`src/rtl/xor_nn_ctrl_if.sv`:
```
// Config, request and response handshakes between a host and xor_nn_ctrl.
// The host side uses master and the controller uses slave.
interface xor_nn_ctrl_if #(
  parameter int BITS_PER_WORD = 8
);
  logic                     cfg_start;
  logic                     cfg_valid;
  logic                     cfg_ready;
  logic [BITS_PER_WORD-1:0] cfg_data;
  logic                     req_valid;
  logic                     req_ready;
  logic [1:0]               req_data;
  logic                     rsp_valid;
  logic                     rsp_ready;
  logic                     rsp_data;

  modport master (
    output cfg_start, cfg_valid, cfg_data,
    output req_valid, req_data, rsp_ready,
    input  cfg_ready, req_ready,
    input  rsp_valid, rsp_data
  );

  modport slave (
    input  cfg_start, cfg_valid, cfg_data,
    input  req_valid, req_data, rsp_ready,
    output cfg_ready, req_ready,
    output rsp_valid, rsp_data
  );
endinterface

```
`src/rtl/xor_nn_ctrl.sv`:
```
// xor_nn sequencer: weight loader and single-shot inference controller.
// XOR_NN_CTRL_CHECKSUM_EN adds a 10th load byte checked against the weight sum.
module xor_nn_ctrl #(
  parameter int NN_LATENCY    = 2,
  parameter int BITS_PER_WORD = 8
) (
  input  logic                     clk,
  input  logic                     reset_n,
  xor_nn_ctrl_if.slave             bus,
  output logic                     loaded,
  output logic                     err,
  output logic                     nn_weights_en,
  output logic                     nn_weights_layer_address,
  output logic [1:0]               nn_weights_n_address,
  output logic [1:0]               nn_weights_m_address,
  output logic [BITS_PER_WORD-1:0] nn_weights_data,
  output logic                     nn_in_en,
  output logic [1:0]               nn_in_data,
  input  logic                     nn_out_data
);

  typedef enum logic [2:0] {
    IDLE,
    LOAD,
`ifdef XOR_NN_CTRL_CHECKSUM_EN
    CHECK,
`endif
    READY,
    ISSUE,
    WAIT,
    RESP,
    ERROR
  } state_t;

`ifdef XOR_NN_CTRL_CHECKSUM_EN
  localparam logic [3:0] LAST = 4'd9;
`else
  localparam logic [3:0] LAST = 4'd8;
`endif

  state_t                   state;
  state_t                   next;
  logic [3:0]               idx;
  logic [3:0]               cnt;
  logic [BITS_PER_WORD-1:0] sum;
  logic                     cfg_fire;
  logic                     req_fire;
  logic                     restart;
  logic                     w_layer;
  logic [1:0]               w_n;
  logic [1:0]               w_m;

`ifdef XOR_NN_CTRL_CHECKSUM_EN
  logic [BITS_PER_WORD-1:0] chk;
  logic                     err_q;
  assign err = err_q;
`else
  assign err = 1'b0;
`endif

  assign bus.cfg_ready = (state == LOAD);
  assign bus.req_ready = (state == READY) && !bus.cfg_start;
  assign cfg_fire      = bus.cfg_valid && bus.cfg_ready;
  assign req_fire      = bus.req_valid && bus.req_ready;
  assign restart       = bus.cfg_start &&
                         (state inside {IDLE, LOAD, READY, ERROR});

  // Layer 0 is 3x2 (m fastest), layer 1 is 3x1.
  always_comb begin
    w_layer = 1'b0;
    w_n     = idx[2:1];
    w_m     = {1'b0, idx[0]};
    if (idx >= 4'd6) begin
      w_layer = 1'b1;
      w_n     = 2'(idx - 4'd6);
      w_m     = 2'd0;
    end
  end

  always_ff @(posedge clk or negedge reset_n) begin
    if (!reset_n) state <= IDLE;
    else          state <= next;
  end

  always_comb begin
    next = state;
    unique case (state)
      IDLE:  if (restart) next = LOAD;
      LOAD: begin
        if (restart) next = LOAD;
        else if (cfg_fire && idx == LAST)
`ifdef XOR_NN_CTRL_CHECKSUM_EN
          next = CHECK;
`else
          next = READY;
`endif
      end
`ifdef XOR_NN_CTRL_CHECKSUM_EN
      CHECK: next = (chk == sum) ? READY : ERROR;
`endif
      READY: begin
        if (restart)       next = LOAD;
        else if (req_fire) next = ISSUE;
      end
      ISSUE: next = WAIT;
      WAIT:  if (cnt == 4'd1) next = RESP;
      RESP:  if (bus.rsp_ready) next = READY;
      ERROR: if (restart) next = LOAD;
      default: next = IDLE;
    endcase
  end

  always_ff @(posedge clk or negedge reset_n) begin
    if (!reset_n) begin
      idx                      <= '0;
      cnt                      <= '0;
      sum                      <= '0;
      loaded                   <= 1'b0;
      nn_weights_en            <= 1'b0;
      nn_weights_layer_address <= 1'b0;
      nn_weights_n_address     <= '0;
      nn_weights_m_address     <= '0;
      nn_weights_data          <= '0;
      nn_in_en                 <= 1'b0;
      nn_in_data               <= '0;
      bus.rsp_valid            <= 1'b0;
      bus.rsp_data             <= 1'b0;
`ifdef XOR_NN_CTRL_CHECKSUM_EN
      chk                      <= '0;
      err_q                    <= 1'b0;
`endif
    end else begin
      nn_weights_en <= 1'b0;
      nn_in_en      <= 1'b0;
      nn_in_data    <= '0;
      if (restart) begin
        idx    <= '0;
        sum    <= '0;
        loaded <= 1'b0;
`ifdef XOR_NN_CTRL_CHECKSUM_EN
        err_q  <= 1'b0;
`endif
      end else if (cfg_fire) begin
        idx <= idx + 4'd1;
        if (idx < 4'd9) begin
          nn_weights_en            <= 1'b1;
          nn_weights_layer_address <= w_layer;
          nn_weights_n_address     <= w_n;
          nn_weights_m_address     <= w_m;
          nn_weights_data          <= bus.cfg_data;
          sum                      <= sum + bus.cfg_data;
        end
`ifdef XOR_NN_CTRL_CHECKSUM_EN
        else chk <= bus.cfg_data;
`else
        if (idx == LAST) loaded <= 1'b1;
`endif
      end
`ifdef XOR_NN_CTRL_CHECKSUM_EN
      if (state == CHECK) begin
        loaded <= (chk == sum);
        err_q  <= (chk != sum);
      end
`endif
      if (req_fire) begin
        nn_in_en   <= 1'b1;
        nn_in_data <= bus.req_data;
      end
      if (state == ISSUE) cnt <= 4'(NN_LATENCY);
      if (state == WAIT) begin
        cnt <= cnt - 4'd1;
        if (cnt == 4'd1) begin
          bus.rsp_data  <= nn_out_data;
          bus.rsp_valid <= 1'b1;
        end
      end
      if (state == RESP && bus.rsp_ready) bus.rsp_valid <= 1'b0;
    end
  end

endmodule

```
`src/flat_wrapper.sv`:
```
// flat-port wrapper written by rule: the top's interface ports become plain ports
module xor_nn_ctrl_flat 
#(
  parameter int NN_LATENCY    = 2,
  parameter int BITS_PER_WORD = 8
)
  (clk, reset_n, loaded, err, nn_weights_en, nn_weights_layer_address, nn_weights_n_address, nn_weights_m_address, nn_weights_data, nn_in_en, nn_in_data, nn_out_data, bus_cfg_start, bus_cfg_valid, bus_cfg_data, bus_req_valid, bus_req_data, bus_rsp_ready, bus_cfg_ready, bus_req_ready, bus_rsp_valid, bus_rsp_data);
  xor_nn_ctrl_if #(.BITS_PER_WORD(BITS_PER_WORD)) bus_i ();
  input  logic clk;
  input  logic reset_n;
  output logic loaded;
  output logic err;
  output logic nn_weights_en;
  output logic nn_weights_layer_address;
  output logic [1:0] nn_weights_n_address;
  output logic [1:0] nn_weights_m_address;
  output logic [BITS_PER_WORD-1:0] nn_weights_data;
  output logic nn_in_en;
  output logic [1:0] nn_in_data;
  input  logic nn_out_data;
  input wire logic [$bits(bus_i.cfg_start)-1:0] bus_cfg_start;
  input wire logic [$bits(bus_i.cfg_valid)-1:0] bus_cfg_valid;
  input wire logic [$bits(bus_i.cfg_data)-1:0] bus_cfg_data;
  input wire logic [$bits(bus_i.req_valid)-1:0] bus_req_valid;
  input wire logic [$bits(bus_i.req_data)-1:0] bus_req_data;
  input wire logic [$bits(bus_i.rsp_ready)-1:0] bus_rsp_ready;
  output wire logic [$bits(bus_i.cfg_ready)-1:0] bus_cfg_ready;
  output wire logic [$bits(bus_i.req_ready)-1:0] bus_req_ready;
  output wire logic [$bits(bus_i.rsp_valid)-1:0] bus_rsp_valid;
  output wire logic [$bits(bus_i.rsp_data)-1:0] bus_rsp_data;
  assign bus_i.cfg_start = bus_cfg_start;
  assign bus_i.cfg_valid = bus_cfg_valid;
  assign bus_i.cfg_data = bus_cfg_data;
  assign bus_i.req_valid = bus_req_valid;
  assign bus_i.req_data = bus_req_data;
  assign bus_i.rsp_ready = bus_rsp_ready;
  assign bus_cfg_ready = bus_i.cfg_ready;
  assign bus_req_ready = bus_i.req_ready;
  assign bus_rsp_valid = bus_i.rsp_valid;
  assign bus_rsp_data = bus_i.rsp_data;
  xor_nn_ctrl #(.NN_LATENCY(NN_LATENCY), .BITS_PER_WORD(BITS_PER_WORD)) u_core (.clk(clk), .reset_n(reset_n), .bus(bus_i), .loaded(loaded), .err(err), .nn_weights_en(nn_weights_en), .nn_weights_layer_address(nn_weights_layer_address), .nn_weights_n_address(nn_weights_n_address), .nn_weights_m_address(nn_weights_m_address), .nn_weights_data(nn_weights_data), .nn_in_en(nn_in_en), .nn_in_data(nn_in_data), .nn_out_data(nn_out_data));
endmodule
```
`config.mk`:
```
export PLATFORM = sky130hd
export DESIGN_NAME = xor_nn_ctrl_flat
export DESIGN_NICKNAME = d
export VERILOG_FILES = /design/src/rtl/xor_nn_ctrl_if.sv /design/src/rtl/xor_nn_ctrl.sv /design/src/flat_wrapper.sv
export SDC_FILE = /design/constraint.sdc
export NUM_CORES = 1
export LEC_CHECK = 0
export ABC_AREA = 1
export CAP_MARGIN = 0
export CORE_MARGIN = 3
export CORE_UTILIZATION = 48
export DETAILED_ROUTE_END_ITERATION = 16
export PLACE_DENSITY = 0.77
export SYNTH_ARGS = -nofsm -noshare
export SYNTH_HDL_FRONTEND = slang
export SYNTH_SLANG_ARGS = --single-unit
```
`constraint.sdc`:
```
create_clock -name clk -period 1.67 [get_ports clk]
set_clock_uncertainty 0.2 [all_clocks]
set_input_delay 0.501 -clock clk [delete_from_list [all_inputs] [get_ports clk]]
set_output_delay 0.501 -clock clk [all_outputs]
set_load 0.01 [all_outputs]
```
==> metrics.log <==
INFO  metric placementRows = 19
INFO  metric rsz0062_at_grt = yes
INFO  metric global_route.overflow_total = 0
INFO  metric min_delay_worst_endpoint = u_core.nn_weights_data[0]
INFO  metric synth_compound_gate_area_share = 0.04913
INFO  metric place_hpwl = 2589 um
INFO  metric critical_path.startpoint_type = flop
INFO  metric antenna_left = 0
INFO  metric clockRootBuffer = clkbuf_4
INFO  metric final_layout_size_suffix_gt1_frac = 0.4023
INFO  metric area_growth_syn_to_layout = 56.62%
INFO  metric p_per_area = roughly 1400 nW/um2
INFO  metric dpl_cell_area = 2054 um2
INFO  metric final_max_slew_viol_count = 0
INFO  metric fin_area = about 2400 um2
INFO  metric status = complete, but fails checks
INFO  metric max_cap_viol_count = 0
INFO  metric place.port_buffers = 37
INFO  metric critPathArrivalTime = 1.15 ns
INFO  metric routed-via-count = 1547
INFO  metric cts_tree = built
INFO  metric min_path_type = reg -> reg
INFO  metric syn_area = between 1500 and 2000 um2
INFO  metric wire_length_of_the_first_global_routing_pass = 6058 um
INFO  metric hold-path-cell-count = 2
INFO  metric yosys.cell_types.count = 21
INFO  metric worst_r2r_startpoint = u_core.state[2]
INFO  metric power_frac_comb = 0.531
INFO  metric worst_ep_required_time = 0.97 ns
INFO  metric total_leakage_power = 1.294 nW
INFO  metric drcViolationCount = 0
INFO  metric yosys.area_share.simple = 0.2998
INFO  metric met2WireLength = 2352 um
INFO  metric placed_cells_incl_taps = 279
INFO  metric grt_usage = 0.2162
INFO  metric timing.hold.worst.start = u_core.nn_weights_data[0]
INFO  metric reg2reg_depth = 11
INFO  metric power_report.internal_total = around 2 mW
INFO  metric via_per_inst = between 5 and 6
INFO  metric pre_repair_dr_iteration_count = 4
INFO  metric synthesis.area_per_instance = 8.123 um2
INFO  metric initial_utilization = 0.5224
INFO  metric placement.setup.worst_slack = -0.6346 ns
INFO  metric finalNonFillerCells = 308
INFO  metric timing.reg2reg.setup_slack = -0.15 ns
INFO  metric clock_tree.buffer_depth = 2
INFO  metric met3_length = approximately 240 um
INFO  metric postLayoutSetupSlackWorst = -0.1804 ns
INFO  metric p_sw_frac = 0.4011
INFO  metric detailedRoute.firstIterationViolations = 45
INFO  metric timing.critical_path.to_type = output port
INFO  metric synth_xor_xnor_area_share = 0
INFO  metric insertion_delay = 0.33 ns
INFO  metric setup-violations-final = 20
INFO  metric synth_top_family_by_area = simple AND/OR/NAND/NOR gates
INFO  metric synth-seq-area-share = 0.4996
INFO  metric grt_pass1_vias = 1460
INFO  metric post-route-min-period = 1.850 ns
INFO  metric failed_checks = negative setup slack
INFO  metric postRouteWirelength = between 4000 and 5000 um
INFO  metric yosys.area.top_type_share = 0.4996
INFO  metric clock_power_share = 0.141
INFO  metric fin_tns_setup = -1.876 ns
INFO  metric power.share.sequential = 0.328
INFO  metric final_min_period_over_clock_period = 1.108
INFO  metric insertedDiodeCount = 0
INFO  metric mux_contribution_to_synthesized_area = 0.01332
INFO  metric vdd_drop_max = around 1 mV
INFO  metric clock.fmax = 540.4 MHz
INFO  metric io_pins = 40
INFO  metric post-synth-top-area-cell = dfrtp_1
INFO  metric yosys_reg_bits = 30
INFO  metric cts_inserted_buffers = 5
INFO  metric rr_endpoint = u_core.nn_weights_layer_address
INFO  metric number_of_failing_hold_endpoints_at_the_final_stage = 0
INFO  metric setup.worst_path.class = reg -> out
INFO  metric ys.warnings.count = 0
INFO  metric die_outline_area = 3838 um2
INFO  metric largest_net_degree_at_the_start_of_global_routing = 31
INFO  metric numClockSinks = 30
INFO  metric cts-htree-levels = 2
INFO  metric synth_area_leaders = dfrtp_1 50%, nand2_1 17%, ha_1 5.0%
INFO  metric routed_wirelength_normalized_by_instance_count = 13.72 um
INFO  metric route.top_layer_used = met4
INFO  metric area_share_of_fa_ha_maj_cells_after_synthesis = 0.04996
INFO  metric num-fill-cells = approximately 170
INFO  metric worstPathMaxFanout = 3
INFO  metric nNetsFinal = 288
INFO  metric design.core.area = 2877 um2
INFO  metric gp_congestion = 0.8470
INFO  metric drt_met1_wl = 1565 um
INFO  metric synthesized_instance_count = approximately 190
INFO  metric power.switching = 1.343 mW
INFO  metric die_y = 61.95 um
INFO  metric path_clk_slew = 0.10 ns
INFO  metric die_width = 61.95 um
INFO  metric grt_antenna_before_repair = 0
[state kept, by name (all words and copies together), names as in the netlist]
name,flops
u_core.nn_in_en,1
u_core.idx,4
u_core.loaded,1
u_core.nn_weights_en,1
u_core.bus.rsp_valid,1
u_core.nn_weights_data,8
u_core.nn_weights_n_address,2
u_core.bus.rsp_data,1
u_core.cnt,4
u_core.nn_weights_layer_address,1
u_core.nn_in_data,2
u_core.state,3
u_core.nn_weights_m_address,1
[cells in the mapped netlist]
library cell	instances
dfrtp_1	30
a21oi_1	5
nand3_4	1
nand3_1	10
nand2_4	1
nand2_2	1
buf_2	1
conb_1	1
nand2_1	67
nor2_2	2
nor3_1	3
nor2_1	17
buf_4	2
mux2i_1	2
o21ai_0	8
buf_6	2
ha_1	6
inv_1	20
a32oi_1	1
inv_2	3
nor2_4	2
[worst max-delay path by stage]
stage               cells after the start             from       endpoint  slack, ns
global route                            5  u_core.state[2]  bus_cfg_ready      -0.25
global placement                        3    bus_cfg_start  bus_req_ready      -0.64
floorplan                               4  u_core.state[0]  bus_req_ready       0.10
CTS                                     4  u_core.state[2]  bus_req_ready      -0.20
detailed placement                      3    bus_cfg_start  bus_req_ready      -0.63
finish                                  5  u_core.state[2]  bus_cfg_ready      -0.18
[critical path: stages (launching register included)]
cell     delay [ns]
dfrtp_1        0.40
inv_2          0.10
buf_12         0.11
nand3_4        0.06
inv_2          0.06
buf_6          0.09
[layer usage]
layer | vias up | track usage
li1 | 723 | -
met1 | 758 | 0.2282
met2 | 58 | 0.4186
met3 | 8 | 0.05165
met4 | 0 | 0.06061
met5 | - | 0
[power groups by stage]
stage	combinational, mW	sequential, mW	clock, mW
6_report	1.78	1.10	0.471
2_1_floorplan	0.640	1.17	0
3_3_place_gp	1.33	1.10	0
5_1_grt	1.95	1.13	0.525
3_5_place_dp	1.39	1.12	0
4_1_cts	1.57	1.09	0.470
[placed cells by master (no fill, tap or decap), types with 2 or more instances in the layout]
cell and instances:
nand2_1 52, dfrtp_1 30, buf_4 26, inv_1 17, clkbuf_2 16, clkdlybuf4s50_1 15
nor2_1 14, nand2_2 13, buf_6 13, o21ai_0 6, nand3_1 6, ha_1 6
nor2_4 5, clkbuf_4 5, inv_2 4, nand3_2 4, nand2_4 4, a21oi_1 3
nor2_2 2, mux2i_1 2, o21ai_2 2, a21oi_2 2, nor3_1 2, conb_1 2
buf_2 2, clkdlybuf4s15_1 2, buf_12 2
[per-stage QoR]
stage | power, mW | utilization | hold WS (ns)
global route | 3.602 | 0.8182 | 0.3124
floorplan | 1.814 | - | 0.005409
global placement | 2.431 | 0.7142 | 0.2536
finish | 3.349 | 0.8182 | 0.2840
detailed placement | 2.511 | 0.7142 | 0.2610
CTS | 3.131 | 0.7860 | 0.2852
[kinds of logic after synthesis]
group	after synthesis
and+or+nand+nor	104
AOI/OAI and AO/OA	14
other	1
muxes	2
adders and majority gates	6
DFF	30
buffers and inverters	28
[cell type report]
type / instances / area [um2] / share of cell area
clock inverter: 2 / 12.51 / 0.005316
multi-input combinational: 128 / 742.0 / 0.3153
sequential: 30 / 750.7 / 0.3190
timing repair buffer: 77 / 650.6 / 0.2764
tap: 42 / 52.55 / 0.02233
clock buffer: 6 / 51.30 / 0.02180
inverter: 23 / 93.84 / 0.03987
[timing repair]
action,in CTS,in global routing
setup endpoints to repair,40,41
hold endpoints to repair,0,0
hold buffers,0,0
pin swaps,8,22
resized for setup,64,56
cloned,1,0
buffers inserted,14,8
No activity file was read; power rests on OpenSTA's default activity.
